$ cat src/rtl/stream_minmax_tracker.sv
// Frame min/max tracker: running min/max (first-occurrence index) and element count over a val/rdy input stream.
// Latency: out_val rises the cycle after the in_last transfer; the result is held in registers until it is taken.
// Backpressure: in_rdy is low while a result is pending; the result is held stable until out_rdy.
module stream_minmax_tracker #(
   parameter int p_nbits     = 8,
   parameter int p_cnt_nbits = 8
) (
   input  logic                   clk,
   input  logic                   reset,
   input  logic                   in_val,
   output logic                   in_rdy,
   input  logic [p_nbits-1:0]     in_data,
   input  logic                   in_last,
   input  logic                   signed_mode,
   output logic                   out_val,
   input  logic                   out_rdy,
   output logic [p_nbits-1:0]     out_min,
   output logic [p_nbits-1:0]     out_max,
   output logic [p_cnt_nbits-1:0] out_min_idx,
   output logic [p_cnt_nbits-1:0] out_max_idx,
   output logic [p_cnt_nbits-1:0] out_count
);

   typedef enum logic [1:0] {
      ST_IDLE  = 2'd0,
      ST_ACCUM = 2'd1,
      ST_DONE  = 2'd2
   } state_t;

   localparam logic [p_cnt_nbits-1:0] CNT_ONE = {{(p_cnt_nbits-1){1'b0}}, 1'b1};
   localparam logic [p_cnt_nbits-1:0] CNT_MAX = {p_cnt_nbits{1'b1}};

   state_t                 state_q, state_d;
   logic [p_nbits-1:0]     min_q, min_d;
   logic [p_nbits-1:0]     max_q, max_d;
   logic [p_cnt_nbits-1:0] min_idx_q, min_idx_d;
   logic [p_cnt_nbits-1:0] max_idx_q, max_idx_d;
   logic [p_cnt_nbits-1:0] count_q, count_d;
   logic                   mode_q, mode_d;

   logic in_xfer;
   logic out_xfer;
   logic new_lt_min;
   logic new_gt_max;

   // Handshakes depend on state only; reset also holds in_rdy low so nothing is taken during reset.
   assign in_rdy   = !reset && (state_q != ST_DONE);
   assign out_val  = (state_q == ST_DONE);
   assign in_xfer  = in_val && in_rdy;
   assign out_xfer = out_val && out_rdy;

   // Strict compares under the mode latched on the frame's first element.
   always_comb begin
      new_lt_min = 1'b0;
      new_gt_max = 1'b0;
      if (mode_q) begin
         new_lt_min = $signed(in_data) < $signed(min_q);
         new_gt_max = $signed(in_data) > $signed(max_q);
      end else begin
         new_lt_min = in_data < min_q;
         new_gt_max = in_data > max_q;
      end
   end

   // Next-state and result update. count_q doubles as the position of the incoming
   // element, so a saturated count also yields the saturated index.
   always_comb begin
      state_d   = state_q;
      min_d     = min_q;
      max_d     = max_q;
      min_idx_d = min_idx_q;
      max_idx_d = max_idx_q;
      count_d   = count_q;
      mode_d    = mode_q;
      case (state_q)
         ST_IDLE: begin
            if (in_xfer) begin
               min_d     = in_data;
               max_d     = in_data;
               min_idx_d = '0;
               max_idx_d = '0;
               count_d   = CNT_ONE;
               mode_d    = signed_mode;
               state_d   = in_last ? ST_DONE : ST_ACCUM;
            end
         end
         ST_ACCUM: begin
            if (in_xfer) begin
               if (new_lt_min) begin
                  min_d     = in_data;
                  min_idx_d = count_q;
               end
               if (new_gt_max) begin
                  max_d     = in_data;
                  max_idx_d = count_q;
               end
               if (count_q != CNT_MAX) begin
                  count_d = count_q + CNT_ONE;
               end
               if (in_last) begin
                  state_d = ST_DONE;
               end
            end
         end
         ST_DONE: begin
            if (out_xfer) begin
               state_d = ST_IDLE;
            end
         end
         default: begin
            state_d = ST_IDLE;
         end
      endcase
   end

   // State and result registers; reset discards any partial frame.
   always_ff @(posedge clk) begin
      if (reset) begin
         state_q   <= ST_IDLE;
         min_q     <= '0;
         max_q     <= '0;
         min_idx_q <= '0;
         max_idx_q <= '0;
         count_q   <= '0;
         mode_q    <= 1'b0;
      end else begin
         state_q   <= state_d;
         min_q     <= min_d;
         max_q     <= max_d;
         min_idx_q <= min_idx_d;
         max_idx_q <= max_idx_d;
         count_q   <= count_d;
         mode_q    <= mode_d;
      end
   end

   assign out_min     = min_q;
   assign out_max     = max_q;
   assign out_min_idx = min_idx_q;
   assign out_max_idx = max_idx_q;
   assign out_count   = count_q;

endmodule

$ cat config.mk
export PLATFORM = sky130hd
export DESIGN_NAME = stream_minmax_tracker
export DESIGN_NICKNAME = d
export VERILOG_FILES = /design/src/rtl/stream_minmax_tracker.sv
export SDC_FILE = /design/constraint.sdc
export NUM_CORES = 1
export LEC_CHECK = 0
export BUFFER_PORTS_ARGS = -buffer_cell sky130_fd_sc_hd__buf_4
export CAP_MARGIN = 25
export CORE_UTILIZATION = 45
export CTS_CLUSTER_SIZE = 24
export DETAILED_ROUTE_END_ITERATION = 7
export HOLD_SLACK_MARGIN = 0.02
export PLACE_DENSITY = 0.74
export SLEW_MARGIN = 20
export SYNTH_ARGS = -nofsm -noshare
export SYNTH_HDL_FRONTEND = slang
export SYNTH_SLANG_ARGS = --single-unit
export TNS_END_PERCENT = 50
$ cat constraint.sdc
create_clock -name clk -period 2.3 [get_ports clk]
set_input_delay 0.46 -clock clk [delete_from_list [all_inputs] [get_ports clk]]
set_output_delay 0.46 -clock clk [all_outputs]
set_load 0.005 [all_outputs]
# ---- Word level (Yosys, flattened, before mapping)
# Index checks and enable logic that the tools add are counted.
dict set report word_totals {
  ff_bits 43
  input_bits 14
  out_inout_bits 42
  elab_cells 60
}
dict set report classes {
  add_sub_neg 1
  magnitude_cmp 4
  n_eq_ne 11
  n_mux 26
  reduce_logical 11
}
# op n
set ops {}
lappend ops {{two-way mux 8 bit} 13}
lappend ops {{one-hot mux 8 bit (2 select lines)} 5}
lappend ops {{> comparator 8 bit} 2}
lappend ops {{less-than comparator 8 bit} 2}
lappend ops {{AND reduction 4 bit} 4}
lappend ops {{!= test 2 bit (second input constant)} 7}
lappend ops {{two-way mux 2 bit} 5}
lappend ops {{adder 8 x 1 -> 8 bit (second input constant)} 1}
lappend ops {{!= test 8 bit (second input constant)} 1}
lappend ops {{one-hot mux 2 bit (3 select lines)} 1}
lappend ops {{logical AND 1 bit} 3}
lappend ops {{equality test 2 x 1 -> 1 bit (second input constant)} 1}
lappend ops {{equality test 2 bit (second input constant)} 1}
lappend ops {{zero test 2 bit} 1}
lappend ops {{two-way mux 1 bit} 2}
lappend ops {{!= test 2 x 1 -> 1 bit (second input constant)} 1}
lappend ops {{AND reduction 2 bit} 1}
lappend ops {{nonzero test 2 bit} 1}
lappend ops {{zero test 1 bit} 1}

# ---- Depth between registers and ports, before layout
dict set report logic_depth {
  ltp_word 5
  depth_mapped 7
  ltp_nobuf 7
}

# ---- Worst setup path after synthesis
# Ideal clock, no wire load.
dict set report synth_path {
  path_kind {input-to-reg}
  startpoint {input in_data[6]}
  endpoint {register max_idx_q[7], in the netlist out_max_idx[7]}
  setup_time_ps 115
  arrival_time_ps 1849
  required_ps 2185
  slack_ps 335
  path_stages 6
  path_buffers 0
  path_cell_list {ha_1 -> nand2_2 -> or3_4 -> a31oi_4 -> nand2_4 -> a31o_1}
}
dict set report synth_between {
  elab_chain_cells 4
  word_cells_on_any_way 5
  classes_between {order compare (2); eq/ne (1); mux (1); reduce/logical (1)}
}
# element line_no
set synth_rtl {}
lappend synth_rtl {{from (decl)} 12} ;# input logic [p_nbits-1:0] in_data,
lappend synth_rtl {{> comparator 8 bit, on equally long branches} {61, 58}}
lappend synth_rtl {{two-way mux 1 bit *} 56} ;# if (mode_q) begin
lappend synth_rtl {{!= test 2 bit (no source line) *} --}
lappend synth_rtl {{AND reduction 4 bit (no source line) *} --}
lappend synth_rtl {{to (signal assigned)} 131} ;# max_idx_q <= max_idx_d;
lappend synth_rtl {{to (decl)} 37} ;# logic [p_cnt_nbits-1:0] max_idx_q, max_idx_d;
# Every way passes the cells marked *; elsewhere a longest branch is shown, timed or not.
# A chain may end at the register's enable or synchronous reset.

# ---- Worst setup path after layout
dict set report layout_path {
  startpoint {register min_q[7], in the netlist out_min[7]}
  endpoint {register min_idx_q[2], in the netlist out_min_idx[2]}
}
dict set report layout_between {
  elab_chain_cells 4
  word_cells_on_any_way 5
  classes_between {order compare (2); eq/ne (1); mux (1); reduce/logical (1)}
}
# element line_no
set layout_rtl {}
lappend layout_rtl {{from (decl)} 34} ;# logic [p_nbits-1:0] min_q, min_d;
lappend layout_rtl {{from (signal assigned)} 128} ;# min_q <= min_d;
lappend layout_rtl {{less-than comparator 8 bit, on equally long branches} {60, 57}}
lappend layout_rtl {{two-way mux 1 bit *} 56}
lappend layout_rtl {{!= test 2 bit (no source line) *} --}
lappend layout_rtl {{AND reduction 4 bit (no source line) *} --}
lappend layout_rtl {{to (signal assigned)} 130} ;# min_idx_q <= min_idx_d;
lappend layout_rtl {{to (decl)} 36} ;# logic [p_cnt_nbits-1:0] min_idx_q, min_idx_d;
# Marks and branches as above.

==> impl_metrics.tcl <==
set metrics [dict create \
    layout.nets 343 \
    num_vias 1892 \
    pre_cts_slack_ns 0.0694 \
    avgSynthCellArea_sq_um 9.13 \
    rsz0062_at_grt "false" \
    cts_tree "built" \
    synth_seq_cells 43 \
    track_usage_pct 19.3 \
    grt_pass1_vias 1755 \
    max_freq_ghz 0.492 \
    vias_per_cell 4.97 \
    gp_congestion 0.737 \
    die_area_sq_um 5420 \
    start_kind "register" \
    grt_antenna_before_repair 0 \
    min_period_ns 2.03 \
    post_cts_buffers 0 \
    yosys_warnings 0 \
    wirelength_um 4940 \
    status "completed" \
    crit_chain "inv_1 > ha_1 > a41o_1 > a211oi_1 > or3b_1 > o211a_1 > o22ai_1" \
    finalHoldViolCount 0 \
    grt_overflow 0 \
    p_leak_nw 1.34 \
    clock_latency_ns 0.30 \
    wl_per_cell_um 13.0 \
    worst_pin_slew_ns 0.682 \
    slew_viol_final 0 \
    place_area_sq_um 2820 \
    core-area_sq_um 4820 \
    fin_area_sq_um 2900 \
    dp_hpwl_um 3730 \
    drc 0 \
    synth_ff_type "dfxtp_1" \
    antennaDiodeCount 0 \
    grt_start_max_net_pins 20 \
    setup_viol 0 \
    drtIter0Drc 75 \
    pin_count 56 \
    area_delta_synth_final_pct 25.6 \
    yosysTopAreaCellShare_pct 37.3 \
    async_reset_ff_share_pct 0 \
    die-width_um 73.6 \
    hold_buffers 0 \
    ctsResizeCount 0 \
    ctsHtreeMaxLevel 2 \
    start_util_pct 47.9 \
    cts_made_buffers 5 \
    hold_class "primary input to register" \
    io_buffers 55 \
    fillerInstances 469 \
    crit_fanout 8 \
    cpLargestDelayFamily "compound AO/OA/AOI/OAI gates" \
    synth_top_area_cell "dfxtp_1" \
    syn-num-nets 283 \
    grt_pass1_wl_um 8050 \
    path_class "register to register" \
    layout_common_cells "buf_4, dfxtp_1, nand2_1" \
    drive_gt1_share_pct 25.2 \
    peakVddDrop_uv 309 \
    cpMaxStageDelayCell "dfxtp_1" \
    fin_skew_ns 0.00512 \
    die_height_um 73.6 \
    worst_slack_ns 0.267 \
    max_cap_violations 0 \
    cts.sinks 43 \
    path_buf_inv 1 \
    postSynthCellCount 253 \
    power_density_nw_per_um2 573 \
    crit_arrival_ns 2.18 \
    cts.clk_slew.worst_paths_ns 0.08 \
    antenna_left 0 \
    cts_root_buf "clkbuf_8" \
    finalCritPeriodShare_pct 88.4 \
    required_ns 2.45 \
    synth_cell_types 50 \
    synth_area_sq_um 2310 \
    dr.pass1.iters 4 \
    cts_buffer_depth 2 \
    ys_top_cells_by_area "dfxtp_1, mux2i_1, ha_1" \
    rows 25 \
    slew_headroom_pct 54.6 \
    timing.setup.tns_ns 0 \
    finalPower_mw 1.66 \
    final_common_cell "buf_4" \
    critPathCaptureType "register" \
    cpPeakStageDelay_ns 0.36 \
    ys_seq_area_share_pct 37.3 \
    synth_edf_count 0 \
]
==> cells by family (layout without fill, tap and decap cells) <==
kind of cell | Yosys count | count (layout) | share of synthesized area, %
multiplexers | 23 | 23 | 9.97
AND/OR/NAND/NOR | 99 | 99 | 23.2
buffers and inverters | 31 | 92 | 5.53
XOR/XNOR | 4 | 4 | 1.52
flip-flops | 43 | 43 | 37.3
AO/OA/AOI/OAI | 37 | 37 | 13.9
adder cells (fa/ha/maj) | 16 | 16 | 8.67
==> metal layers <==
layer | up-vias | track usage, % | share of wire [%]
met2 | 36 | 30.7 | 45
met3 | 6 | 4.12 | 4.2
met1 | 869 | 26.6 | 49
li1 | 981 | - | -
met5 | - | 0 | 0
met4 | 0 | 5.13 | 1.2
==> metrics by stage <==
step / hold slack [ns] / util, % / instances
after global routing: 0.359 / 60.2 / 381
final: 0.362 / 60.2 / 381
after CTS: 0.354 / 60.2 / 381
after detailed placement: 0.457 / 58.4 / 373
after global placement: 0.450 / 58.4 / 373
after floorplan: 0.454 / - / 253
==> worst register-to-register path: stages, from the launching register on <==
cell and delay, ns:
dfxtp_1 0.36, inv_1 0.05, ha_1 0.33, a41o_1 0.25, a211oi_1 0.23, or3b_1 0.22, o211a_1 0.31, o22ai_1 0.13
==> worst paths after layout <==
path                                                  start                     endpoint  slack (ns)  depth (start not counted)
worst max-delay path                out_min[7]$_SDFFE_PP0P_  out_min_idx[2]$_SDFFE_PP0P_        0.27                          7
worst min-delay path                                in_last      state_q[0]$_SDFFE_PP0P_        0.36                          2
worst min register to register  out_max_idx[1]$_SDFFE_PP0P_  out_max_idx[1]$_SDFFE_PP0P_        0.46                          2
worst max register to register      out_min[7]$_SDFFE_PP0P_  out_min_idx[2]$_SDFFE_PP0P_        0.27                          7
==> cell usage after synthesis, drive strengths merged, types with 3 or more instances <==
cell type,n
a21oi,8
clkbuf,4
dfxtp,43
ha,16
inv,25
mux2i,23
nand2,33
nand2b,27
nand3,4
nand4,3
nor2,13
nor2b,5
nor3,4
o22ai,8
==> layout make-up <==
class / count / area (sq um) / share of cell area (%)
clock buffers: 6 / 72.6 / 2.50
clock inverters: 2 / 12.5 / 0.431
inverters: 25 / 93.8 / 3.24
multi-input cells: 179 / 1320 / 45.6
flip-flops and latches: 43 / 861 / 29.7
well taps: 67 / 83.8 / 2.89
repair buffers: 59 / 455 / 15.7
==> state kept, by name (all words and copies together), names as in the netlist <==
signal,count
out_max_idx,8
out_min,8
out_count,8
state_q,2
mode_q,1
out_max,8
out_min_idx,8
==> power by group <==
group	leakage, nW	internal (mW)	switching (mW)	total [mW]
combinational	0.949	0.183	0.188	0.371
sequential	0.351	0.781	0.0318	0.813
clock	0.0412	0.212	0.267	0.479
total	1.34	1.18	0.487	1.66
Power figures use the tool's default switching activity.
